### src/rtl/tx_fifo_wr_arbiter.sv
// Purpose : packet-granular round-robin arbiter sharing one xpm_fifo_sync write port
//           between NUM_REQ producers; a grant is held from first beat to last beat.
// Latency : req_valid at cycle N -> first FIFO write at N+1 (one IDLE arbitration cycle
//           per packet); within a packet, beats pass through combinationally.
// Backpr. : fifo_full or fifo_wr_rst_busy drop req_ready of the granted requester, so the
//           producer holds its beat; requesters that are not granted always see ready=0.
// Ports   :
//   clk, rstn                     clock (rising edge) and asynchronous active-low reset
//   req_valid/req_last/req_data   per-requester beat stream, data packed i*DATA_WIDTH
//   req_ready                     per-requester accept, one-hot or zero
//   fifo_din/fifo_wr_en           FIFO write port
//   fifo_full/fifo_wr_rst_busy    FIFO status; either one stalls the write port
//   grant_id                      current (or most recent) granted requester
//   busy                          high while a packet is in flight
//   pkt_trunc                     one-cycle pulse, the cycle after a packet is force-closed
//                                 at MAX_BEATS beats

module tx_fifo_wr_arbiter #(
  parameter int NUM_REQ    = 4,
  parameter int DATA_WIDTH = 64,
  parameter int MAX_BEATS  = 1024
) (
  input  logic                          clk,
  input  logic                          rstn,
  input  logic [NUM_REQ-1:0]            req_valid,
  input  logic [NUM_REQ-1:0]            req_last,
  input  logic [NUM_REQ*DATA_WIDTH-1:0] req_data,
  output logic [NUM_REQ-1:0]            req_ready,
  output logic [DATA_WIDTH-1:0]         fifo_din,
  output logic                          fifo_wr_en,
  input  logic                          fifo_full,
  input  logic                          fifo_wr_rst_busy,
  output logic [$clog2(NUM_REQ)-1:0]    grant_id,
  output logic                          busy,
  output logic                          pkt_trunc
);

  localparam int IDW  = $clog2(NUM_REQ);
  localparam int CNTW = $clog2(MAX_BEATS) + 1;

  typedef enum logic {
    IDLE = 1'b0,
    XFER = 1'b1
  } state_t;

  state_t          state_q;
  logic [IDW-1:0]  rr_ptr_q;
  logic [IDW-1:0]  grant_q;
  logic [CNTW-1:0] beat_cnt_q;
  logic [CNTW-1:0] beat_cnt_d;
  logic            trunc_q;

  // Round-robin search result
  logic [IDW-1:0]  winner;
  logic            win_found;
  logic [IDW-1:0]  idx;

  // Granted-requester datapath
  logic                  xfer;
  logic                  can_wr;
  logic                  g_valid;
  logic                  g_last;
  logic [DATA_WIDTH-1:0] g_data;
  logic                  accept;
  logic                  at_max;

  // Search starts one past the last served requester so every producer gets a turn
  // before any producer is served twice.
  always_comb begin
    winner    = '0;
    win_found = 1'b0;
    idx       = '0;
    for (int k = 1; k <= NUM_REQ; k++) begin
      idx = IDW'((int'(rr_ptr_q) + k) % NUM_REQ);
      if (!win_found && req_valid[idx]) begin
        win_found = 1'b1;
        winner    = idx;
      end
    end
  end

  assign xfer    = (state_q == XFER);
  assign can_wr  = !fifo_full && !fifo_wr_rst_busy;
  assign g_valid = req_valid[grant_q];
  assign g_last  = req_last[grant_q];
  assign g_data  = req_data[grant_q*DATA_WIDTH +: DATA_WIDTH];
  assign accept  = xfer && g_valid && can_wr;

  // Ready is offered to the granted requester whenever the FIFO can take a beat,
  // independent of its valid, so the handshake has no valid->ready dependency.
  always_comb begin
    req_ready = '0;
    if (xfer && can_wr) begin
      req_ready[grant_q] = 1'b1;
    end
  end

  assign fifo_wr_en = accept;
  assign fifo_din   = xfer ? g_data : '0;

  assign beat_cnt_d = beat_cnt_q + CNTW'(1);
  // Current beat is number MAX_BEATS of the packet: no further beats may join it.
  assign at_max     = (beat_cnt_q == CNTW'(MAX_BEATS - 1));

  always_ff @(posedge clk or negedge rstn) begin
    if (!rstn) begin
      state_q    <= IDLE;
      rr_ptr_q   <= IDW'(NUM_REQ - 1);
      grant_q    <= '0;
      beat_cnt_q <= '0;
      trunc_q    <= 1'b0;
    end else begin
      trunc_q <= 1'b0;
      case (state_q)
        IDLE: begin
          // A FIFO still coming out of reset cannot take a write, so do not open a packet.
          if (win_found && !fifo_wr_rst_busy) begin
            state_q    <= XFER;
            grant_q    <= winner;
            beat_cnt_q <= '0;
          end
        end
        XFER: begin
          // Gaps in the granted requester's valid keep the grant; only an accepted
          // last beat or the beat limit closes the packet.
          if (accept) begin
            beat_cnt_q <= beat_cnt_d;
            if (g_last) begin
              state_q  <= IDLE;
              rr_ptr_q <= grant_q;
            end else if (at_max) begin
              // Runaway packet: close it; the requester's remaining beats compete
              // again as a fresh packet.
              trunc_q  <= 1'b1;
              state_q  <= IDLE;
              rr_ptr_q <= grant_q;
            end
          end
        end
        default: state_q <= IDLE;
      endcase
    end
  end

  assign grant_id  = grant_q;
  assign busy      = (state_q == XFER);
  assign pkt_trunc = trunc_q;

endmodule

### config.mk
export PLATFORM = sky130hd
export DESIGN_NAME = tx_fifo_wr_arbiter
export DESIGN_NICKNAME = d
export VERILOG_FILES = /design/src/rtl/tx_fifo_wr_arbiter.sv
export SDC_FILE = /design/constraint.sdc
export NUM_CORES = 1
export LEC_CHECK = 0
export CORE_AREA = 2 2 133 135
export DETAILED_ROUTE_END_ITERATION = 6
export DIE_AREA = 0 0 135 137
export SLEW_MARGIN = 20
export SYNTH_ARGS = -nofsm -noshare
export SYNTH_HDL_FRONTEND = slang
export SYNTH_SLANG_ARGS = --single-unit
### constraint.sdc
create_clock -name clk -period 1.6 [get_ports clk]
set_clock_uncertainty 0.05 [all_clocks]
set_input_delay 0.24 -clock clk [delete_from_list [all_inputs] [get_ports clk]]
set_output_delay 0.24 -clock clk [all_outputs]
set_load 0.05 [all_outputs]
# Word-level counts from Yosys, hierarchy flattened
# Cells that the tools add are included.
# W data, S select, Z words.
# classes
n_reduce_logical,18
mux,38
add_sub_neg,5
bitwise_logic,1
eq_ne,3
div_mod_pow,0
shifts,1
mul,0
n_lt_le_gt_ge,6
# op_table
cell,n
$shiftx A256 B9 Y64,1
$mux W64,1
$mux W11,2
$pmux W11 S2,1
$mux W1,19
$lt A2 B3 Y1 const B,5
$bmux W1 S2,6
$mux W2,6
$add A11 B1 Y11 const B,1
$eq A11 B10 Y1 const B,1
$logic_and A1 B1 Y1,9
$logic_not A1 Y1,5
$add A2 B1 Y2 const B,2
$add A2 B2 Y2 const B,2
$mux W4,1
$ne A2 B2 Y1 const B,2
$reduce_and A2 Y1,2
$reduce_and A3 Y1,1
$demux W1 S2,1
$ge A2 B1 Y1 const B,1
$pmux W1 S2,1
$reduce_bool A2 Y1,1
$not A1 Y1,1
# totals
output_inout_bits,73
mem_bits_ro,0
latch_bits,0
ram_bits,0
mem_count,0
register_bits,17
wordCells,77

# Depth between registers and ports, before layout
# Gate-level depths: netlist of the first run.
# depth
ltp_word,16
depth_mapped,6

# Worst setup path before layout of the first run
# No wires, ideal clock.
# synth_path
path_kind,register -> output
from,"register state_q, in the netlist busy"
to,output req_ready[0]
n_path_buf,1
path_stages_with_launch,4
slack_ps,-1095
arrival_ps,2405
required_ps,1310
cell_sequence,dfrtp_1 > buf_4 > nor3b_2 > nor3b_1
# synth_between
elab_chain_cells,2
# synth_lines
item,line_no,source
start: declaration,46,state_t state_q;
start signal: assignment,107,state_q <= IDLE;
start signal: assignment,118,state_q <= XFER;
start signal: assignment,129,state_q <= IDLE;
$logic_and A1 B1 Y1,93,if (xfer && can_wr) begin
$mux W4,93,
end: declaration,28,"output logic [NUM_REQ-1:0] req_ready,"
# Every way passes these cells.

# Worst setup path after layout of the first run
# layout_path
from,"register grant_q[0], in the netlist grant_id[0]"
to,output fifo_din[7]
# layout_between
elab_chain_cells,2
# layout_lines
item,line_no,source
start: declaration,48,logic [IDW-1:0] grant_q;
start signal: assignment,119,grant_q <= winner;
$shiftx A256 B9 Y64,86,assign g_data = req_data[grant_q*DATA_WIDTH +: DATA_WIDTH];
$mux W64,99,assign fifo_din = xfer ? g_data : '0;
end: declaration,29,"output logic [DATA_WIDTH-1:0] fifo_din,"
# Every way passes these cells.

==> metrics, run 1 <==
status=finished with violations; violated checks=negative setup slack; Final #Nets=878; post-synth cell types=between 40 and 50; DRC violations left=0; worst hold path type=in2async; Synth area leaders=mux4_2 (51%), and2_1 (14%), dfrtp_1 (13%); largest family of logic cells by synthesized area=multiplexers; Core ar.=0.01706 sq mm; H-tree levels=1; Yosys top cell by area=mux4_2; total chip power=0.01400 W; crit path kind=reg2out; Syn Area/Cell=11.77 sq um; CTS Hold Bufs=0; Die W=around 140 microns; synthesized flop and latch total=17; clock sink count=17; R2R cell count=5; via count=3,807; Slew Viols, Final=0; Post-synth top cells=and2_1 (67), mux4_2 (66), dfrtp_1 (15); gr ovfl total=0; initial core utilization=between 15 and 20%; period utilisation layout=136.7%; sequential share of the synthesized area=between 10 and 15%; PwrDens=approximately 1900 mW/mm^2; cell count after synthesis=250; Slew headroom=68.14%; count leader, synth=and2_1; CTS tree=built; clk slew on worst S/H paths=0.05 ns; P&R area growth vs syn=151.8%; DP Area=between 0.006 and 0.007 sq mm; Final setup violation count=85; Worst setup EP type=primary output; worst skew pair latency=0.25 ns; maximum VDD drop=1.131 mV; FMAX=457.2 MHz; wire length of the first global-routing pass=22,810 microns; TNS Setup=-41.06 ns; Post-synth top flop=dfrtp_1; clk root buf=clkbuf_16; I/O Pins=341; Synth Cell Area=roughly 0.0029 sq mm; post-synthesis async set-or-reset flop share=100.0%; Final min period=2.187 ns; Critical Path Start=grant_id[0]; RePlAce Congestion=0.7946; Synth top area share=50.53%; clk buf depth=2; Critical R2R Launch=grant_id[0]; Cell Rows=48; adder-cell share of the synthesized area=0.4254%; flop-to-flop setup slack=-0.45 ns; unrepaired setup endpoints after global routing=yes; Compound-Gate Fraction of Synth Area=7.529%; Detailed Route WL=15,980 microns; Die Height=137 microns; simple-gate share of the synthesized area=between 20% and 30%; initial antenna violation count=0; number of detailed-route iterations in the first pass=4; Max FO, Critical Path=9; number of global-route vias before repair=4,172; CTS buffer count=3; leakage power=2.862 nW; CP Data Required Time=1.31 ns; # diodes=0; syn nets=519; endpoints failing hold=0; post-layout util=43.42%; worst slew pin tran=0.4736 ns; DP Wirelength=12,930 microns; post-route cell area=between 0.007 and 0.008 sq mm; mux contribution to synthesized area=52.28%; IO Port Bufs=340; Worst setup SP type=register; yosys warns=0; Tot GR Track Use=15.76%; MaxCap Viol Count=0; Antenna Nets Post-Route=0; Final Hold Slack=0.2645 ns; share of post-route cells with drive strength above 1=between 40% and 50%; Post-synth EDFFs=0; Setup WS post-layout=-0.5874 ns; reg2reg end=rr_ptr_q[1]; Avg WL per Cell=around 19 microns; DRC marker count from the first detailed-route iteration=127; drt via density=4.570; Synth Area in XOR/XNOR=0%; largest net degree at the start of global routing=41; Total Die Area=0.01850 sq mm; Critical Path AT=1.90 ns
-- worst max-delay path by stage --
stage / to / slack (ns) / cells past startpoint
floorplan: rr_ptr_q[0] / -0.39 / 6
global placement: fifo_din[33] / -0.36 / 4
detailed placement: beat_cnt_q[3] / -0.41 / 8
CTS: fifo_din[14] / -0.60 / 5
global route: fifo_din[32] / -0.64 / 4
finish: fifo_din[7] / -0.59 / 4
-- per-layer routing --
metal / global-route usage [%] / wire length (microns)
met3: 3.259 / 1350
met5: 0 / 0
met2: 30.03 / 8763
met1: 18.37 / 5696
met4: 2.662 / 165
-- metrics by stage --
step	setup WS, ns	cells
2_1_floorplan	-0.3933	250
3_3_place_gp	-0.3612	820
3_5_place_dp	-0.4058	820
4_1_cts	-0.6003	829
5_1_grt	-0.6412	833
6_report	-0.5874	833
-- cell usage in the layout, fill, tap and decap left out, types with 2 or more instances in the layout --
master / instances
clkdlybuf4s50_1: 265
mux4_2: 66
buf_6: 52
and2_2: 44
buf_4: 33
and2_4: 21
buf_12: 13
dfrtp_1: 12
nand2_1: 10
o21ai_1: 9
buf_8: 9
nand3_1: 5
clkbuf_16: 5
o21a_1: 4
o31ai_1: 4
nor2_1: 3
mux2_4: 3
nor3b_4: 2
inv_1: 2
nor3_1: 2
a21oi_1: 2
and2_1: 2
nand2b_1: 2
o41ai_2: 2
dfrtp_4: 2
dlygate4sd2_1: 2
buf_16: 2
dfstp_2: 2
-- power breakdown --
| group | internal (W) | leakage, nW | switching, W |
|---|---|---|---|
| Sequential | 0.000562 | 0.218 | 0.000179 |
| Combinational | 0.00604 | 2.61 | 0.00672 |
| Clock | 0.000338 | 0.0382 | 0.000164 |
| Total | 0.00694 | 2.86 | 0.00706 |
-- critical path: stages, from the launching register on --
cell	delay, ns
dfrtp_4	0.54
buf_8	0.19
mux4_2	0.51
and2_2	0.21
buf_4	0.18
-- state kept, by name (all words and copies together) (netlist names) --
| name | flops |
|---|---|
| busy | 1 |
| grant_id | 2 |
| beat_cnt_q | 11 |
| pkt_trunc | 1 |
| rr_ptr_q | 2 |
-- cell type report --
class,instances,area (sq um)
Inverter,3,18.77
Clock buffer,4,78.83
Sequential cell,17,436.7
Tap cell,225,281.5
Timing Repair Buffer,378,4004
Multi-Input combinational cell,206,2586
Fill cell,1571,9651
-- kinds of logic after synthesis --
kind of cell	after synthesis
and+or+nand+nor	104
buffers and inverters	27
muxes	70
DFF	17
adders and majority gates	1
AOI/OAI and AO/OA	31
-- what timing repair did --
item                       CTS  global route
gates cloned                 1             2
pin swaps                    1             0
gates resized for setup     72            30
setup endpoints to repair   85            85
buffers inserted             4             3
(Power assumes the default switching activity.)
==> run 2, diff against run 1 <==
--- a/config.mk
+++ b/config.mk
@@ -5,9 +5,12 @@
 export SDC_FILE = /design/constraint.sdc
 export NUM_CORES = 1
 export LEC_CHECK = 0
+export ABC_CLOCK_PERIOD_IN_PS = 1600
 export CORE_AREA = 2 2 133 135
+export CTS_CLUSTER_SIZE = 16
 export DETAILED_ROUTE_END_ITERATION = 6
 export DIE_AREA = 0 0 135 137
+export PLACE_DENSITY_LB_ADDON = 0.2
 export SLEW_MARGIN = 20
 export SYNTH_ARGS = -nofsm -noshare
 export SYNTH_HDL_FRONTEND = slang
==> run 2 against run 1 <==
Net effect: the run still ends with negative setup slack left; critical path type unchanged; register-to-register slack got worse by 0.05 ns; hold slack hardly changed; clock-buffer cell count unchanged; critical path depth is 1 higher; first-iteration DRC count fell by 30%; sequential power decreased by 4.9%; clock power is 1% higher.
==> metrics, run 2 (synthesized netlist as in run 1, its figures left out) <==
status=finished with violations; violated checks=negative setup slack; IO Port Bufs=340; initial antenna violation count=2; placed cell count=824; Setup crit end=fifo_din[29]; CTS tree=built; share of post-route cells with drive strength above 1=45.32%; gr ovfl total=0; Die W=135 microns; Final min period=~2.2 ns; PwrDens=~1900 mW/mm^2; clk buf depth=2; DP Wirelength=13,030 microns; clock sink count=17; initial core utilization=17.25%; worst hold path type=in2async; number of detailed-route iterations in the first pass=4; CP Data Required Time=1.31 ns; Setup WS post-layout=-0.5513 ns; Detailed Route WL=between 15,000 and 20,000 microns; I/O Pins=around 340; clk root buf=clkbuf_16; number of global-route vias before repair=a little over 4,000; Core ar.=0.01706 sq mm; most common cell after layout, fill and taps aside=clkdlybuf4s50_1; DRC violations left=0; unrepaired setup endpoints after global routing=yes; Worst setup SP type=register; RePlAce Congestion=0.8098; Worst setup EP type=primary output; leakage power=2.999 nW; Total Die Area=0.01850 sq mm; Final setup violation count=84; flop-to-flop setup slack=-0.50 ns; Die Height=about 140 microns; drt via density=4.478; total chip power=0.01498 W; Antenna Nets Post-Route=0; non-filler cells in the finished layout=around 850; Final Hold Slack=0.2650 ns; Max FO, Critical Path=5; Slew headroom=74.01%; Final #Nets=890; largest net degree at the start of global routing=39; DRC marker count from the first detailed-route iteration=89; DP Area=0.006918 sq mm; FMAX=~460 MHz; Tot GR Track Use=15.62%; crit path kind=reg2out; wire length of the first global-routing pass=22,340 microns; worst slew pin tran=0.3898 ns; R2R cell count=6; via count=3,793; worst skew pair latency=between 0.2 and 0.3 ns; reg2reg end=rr_ptr_q[0]; MaxCap Viol Count=0; commonest cells after routing, fill and taps aside=clkdlybuf4s50_1 (267), mux4_2 (66), and2_4 (41), buf_6 (38), buf_4 (33); CTS buffer count=3; post-route cell area=0.007700 sq mm; maximum VDD drop=1.261 mV; CTS Hold Bufs=0; endpoints failing hold=0; P&R area growth vs syn=161.8%; Cell Rows=48; period utilisation layout=134.5%; Critical Path Start=grant_id[0]; max FFs per register=11; Critical Path AT=1.86 ns; clk slew on worst S/H paths=approximately 0.050 ns; Avg WL per Cell=18.97 microns; H-tree levels=1; Slew Viols, Final=0; Biggest register=beat_cnt_q; Critical R2R Launch=grant_id[0]
run 2: how the worst min path moves through the flow:
stage | start | to | slack [ns] | depth (start not counted)
floorplan | rstn | beat_cnt_q[0] | -0.11 | 0
global placement | beat_cnt_q[8] | beat_cnt_q[8] | 0.46 | 1
detailed placement | beat_cnt_q[7] | beat_cnt_q[7] | 0.46 | 1
CTS | rstn | beat_cnt_q[4] | 0.28 | 2
global route | rstn | beat_cnt_q[4] | 0.29 | 2
finish | rstn | beat_cnt_q[4] | 0.27 | 2
run 2: routing by layer:
metal | vias up | global-route usage, % | share of wire, %
met2 | 194 | 30.77 | 56
met3 | 9 | 3.704 | 8.6
li1 | 1748 | - | -
met4 | 0 | 3.241 | 0.71
met1 | 1842 | 16.86 | 35
met5 | - | 0 | 0
run 2: power by group:
group | leakage, nW | internal (W) | switching (W)
logic | 2.74 | 0.00683 | 0.00694
registers | 0.218 | 0.000562 | 0.000143
clock network | 0.0382 | 0.000339 | 0.000170
total | 3.00 | 0.00773 | 0.00725
run 2: cell type report:
class / instances / area [sq um]
Antenna cell: 2 / 5.005
Sequential cell: 17 / 436.7
Multi-Input combinational cell: 206 / 2623
Clock buffer: 4 / 78.83
Inverter: 3 / 18.77
Tap cell: 225 / 281.5
Timing Repair Buffer: 390 / 4257
Fill cell: 1561 / 9356
run 2: critical path, stage by stage, from the launching register on:
cell	delay, ns
dfrtp_4	0.48
buf_12	0.16
clkbuf_16	0.16
mux4_2	0.49
and2_4	0.17
buf_6	0.14
run 2: per-stage QoR:
| stage | TNS, ns | worst slack, ns | util (%) |
|---|---|---|---|
| floorplan | -26.40 | -0.3933 | - |
| global placement | -24.00 | -0.3487 | 40.56 |
| finish | -39.28 | -0.5513 | 45.14 |
| CTS | -40.86 | -0.5805 | 43.46 |
| detailed placement | -24.64 | -0.3743 | 40.56 |
| global route | -44.57 | -0.6202 | 45.14 |
run 2: repair_timing:
action / CTS / global route
hold endpoints to repair: 0 / 0
setup buffers: 9 / 5
gates cloned: 3 / 3
gates resized for setup: 71 / 81
pin swaps: 2 / 3
setup endpoints to repair: 84 / 85
==> run 3, diff against run 2 <==
--- a/config.mk
+++ b/config.mk
@@ -11,6 +11,7 @@
 export DETAILED_ROUTE_END_ITERATION = 6
 export DIE_AREA = 0 0 135 137
 export PLACE_DENSITY_LB_ADDON = 0.2
+export SETUP_SLACK_MARGIN = 0.02
 export SLEW_MARGIN = 20
 export SYNTH_ARGS = -nofsm -noshare
 export SYNTH_HDL_FRONTEND = slang
==> run 3 against run 2 <==
Net effect: the flow still finishes with violations (negative setup slack); maximum frequency fell by 3.0%; core utilization increased by 1.7 points; die area unchanged; worst setup slack got worse by 0.066 ns; sequential cell count stayed put; register-to-register slack gained 0.05 ns; highest routed layer unchanged.
==> metrics, run 3 (synthesized netlist as in run 1, its figures left out) <==
clk root buf=clkbuf_16; Seq pwr share=4.5%; CTS tree=built; Setup WS post-layout=-0.6177 ns; initial core utilization=17.25%; post-route cell area=0.007988 sq mm; CP Data Required Time=1.31 ns; Final #Nets=~900; Biggest register=beat_cnt_q; CTS buffer count=3; status=finished with violations; Slew Viols, Final=0; Cell Rows=48; flop-to-flop setup slack=-0.45 ns; worst skew pair latency=0.25 ns; number of global-route vias before repair=between 4,000 and 5,000; pre-CTS setup slack=-0.3739 ns; Avg WL per Cell=about 19 microns; largest net degree at the start of global routing=40; worst hold path type=in2async; MaxCap Viol Count=0; Tot GR Track Use=between 15 and 20%; Final min period=2.218 ns; CTS Hold Bufs=0; maximum VDD drop=about 1.3 mV; DRC marker count from the first detailed-route iteration=79; initial antenna violation count=0; DP Area=0.006938 sq mm; Detailed Route WL=16,100 microns; reg2reg end=rr_ptr_q[0]; max FFs per register=11; share of post-route cells with drive strength above 1=47.93%; clock sink count=17; Critical Path Start=grant_id[0]; RePlAce Congestion=0.7773; DP Wirelength=12,770 microns; number of detailed-route iterations in the first pass=6; Critical Path AT=1.93 ns; filler cell count=1,558; Sw Share=47.40%; P&R area growth vs syn=171.5%; Slew headroom=approximately three quarters; H-tree levels=1; Final Hold Slack=0.2631 ns; Worst setup EP type=primary output; worst slew pin tran=0.3496 ns; R2R cell count=6; crit path kind=reg2out; DRC violations left=0; Core ar.=0.01706 sq mm; IO Port Bufs=340; Die W=around 140 microns; clk buf depth=2; PwrDens=1984 mW/mm^2; period utilisation layout=138.6%; Final setup violation count=85; clock power share=3.3%; unrepaired setup endpoints after global routing=yes; Cell Int Power=0.008337 W; gr ovfl total=0; Logic pwr share=92.3%; Switch Pwr=0.007513 W; most common cell after layout, fill and taps aside=clkdlybuf4s50_1; endpoints failing hold=0; Total Die Area=0.01850 sq mm; wire length of the first global-routing pass=roughly 23,000 microns; Worst setup SP type=register; via count=3,872; clk slew on worst S/H paths=around 0.060 ns; drt via density=4.539; Max FO, Critical Path=7; # diodes=0; commonest cells after routing, fill and taps aside=clkdlybuf4s50_1 (265), mux4_2 (66), and2_4 (57), buf_8 (49), buf_4 (29); Critical R2R Launch=grant_id[0]; violated checks=negative setup slack; I/O Pins=341; Die Height=137 microns; FMAX=450.9 MHz; leakage power=3.155 nW; Antenna Nets Post-Route=0
-- run 3: changes by cell type in the layout (fill, tap and decap cells not counted), moves of 3 or more --
cell,change
and2_2,-16
and2_4,+16
buf_12,+5
buf_4,-4
buf_6,-10
buf_8,+18
o21ai_1,-3
o21ai_2,+3
-- run 3: layer usage --
| layer | GRT usage (%) | vias to the layer above | share of wire [%] |
|---|---|---|---|
| li1 | - | 1758 | - |
| met1 | 17.21 | 1911 | 35 |
| met2 | 32.26 | 201 | 57 |
| met3 | 3.259 | 2 | 8.0 |
| met4 | 1.736 | 0 | 0.093 |
| met5 | 0 | - | 0 |
-- run 3: worst max-delay path, stage by stage, from the launching register on --
cell     delay, ns
dfrtp_4       0.50
buf_12        0.14
buf_12        0.13
buf_12        0.14
mux4_2        0.43
and2_4        0.18
buf_8         0.14
-- run 3: repair_timing --
item / CTS / global route
gates cloned: 3 / 2
pin swaps: 4 / 7
endpoints found under the setup margin: 85 / 86
setup buffers: 12 / 6
gates resized for setup: 170 / 42
-- run 3: area by class of cell --
| type | count | area (sq um) | share of cell area (%) |
|---|---|---|---|
| timing repair buffer | 398 | 4467 | 55.92 |
| multi-input combinational | 206 | 2704 | 33.85 |
| sequential | 17 | 436.7 | 5.467 |
| tap | 225 | 281.5 | 3.524 |
| clock buffer | 3 | 75.07 | 0.9398 |
| inverter | 3 | 18.77 | 0.2350 |
| clock inverter | 1 | 5.005 | 0.06266 |
-- run 3: worst max path at each step --
stage	endpoint	slack [ns]
after floorplan	rr_ptr_q[0]	-0.39
after global placement	fifo_din[24]	-0.34
after detailed placement	fifo_din[24]	-0.37
after CTS	fifo_din[0]	-0.62
after global routing	fifo_din[0]	-0.65
final	fifo_din[0]	-0.62
-- run 3: power groups by stage --
stage,Combinational (W),Sequential [W],Clock (W)
2_1_floorplan,0.00791,0.000758,0
3_3_place_gp,0.0115,0.000754,0
3_5_place_dp,0.0115,0.000764,0
4_1_cts,0.0144,0.000712,0.000517
5_1_grt,0.0153,0.000730,0.000534
6_report,0.0146,0.000708,0.000516
-- run 3: metrics by stage --
stage,instances,TNS [ns],utilization (%),total power [W]
final,853,-39.64,46.83,0.01585
after global routing,853,-43.33,46.83,0.01653
after CTS,847,-41.13,45.91,0.01561
after detailed placement,828,-26.08,40.68,0.01226
after global placement,828,-23.97,40.68,0.01222
after floorplan,250,-26.41,-,0.008665
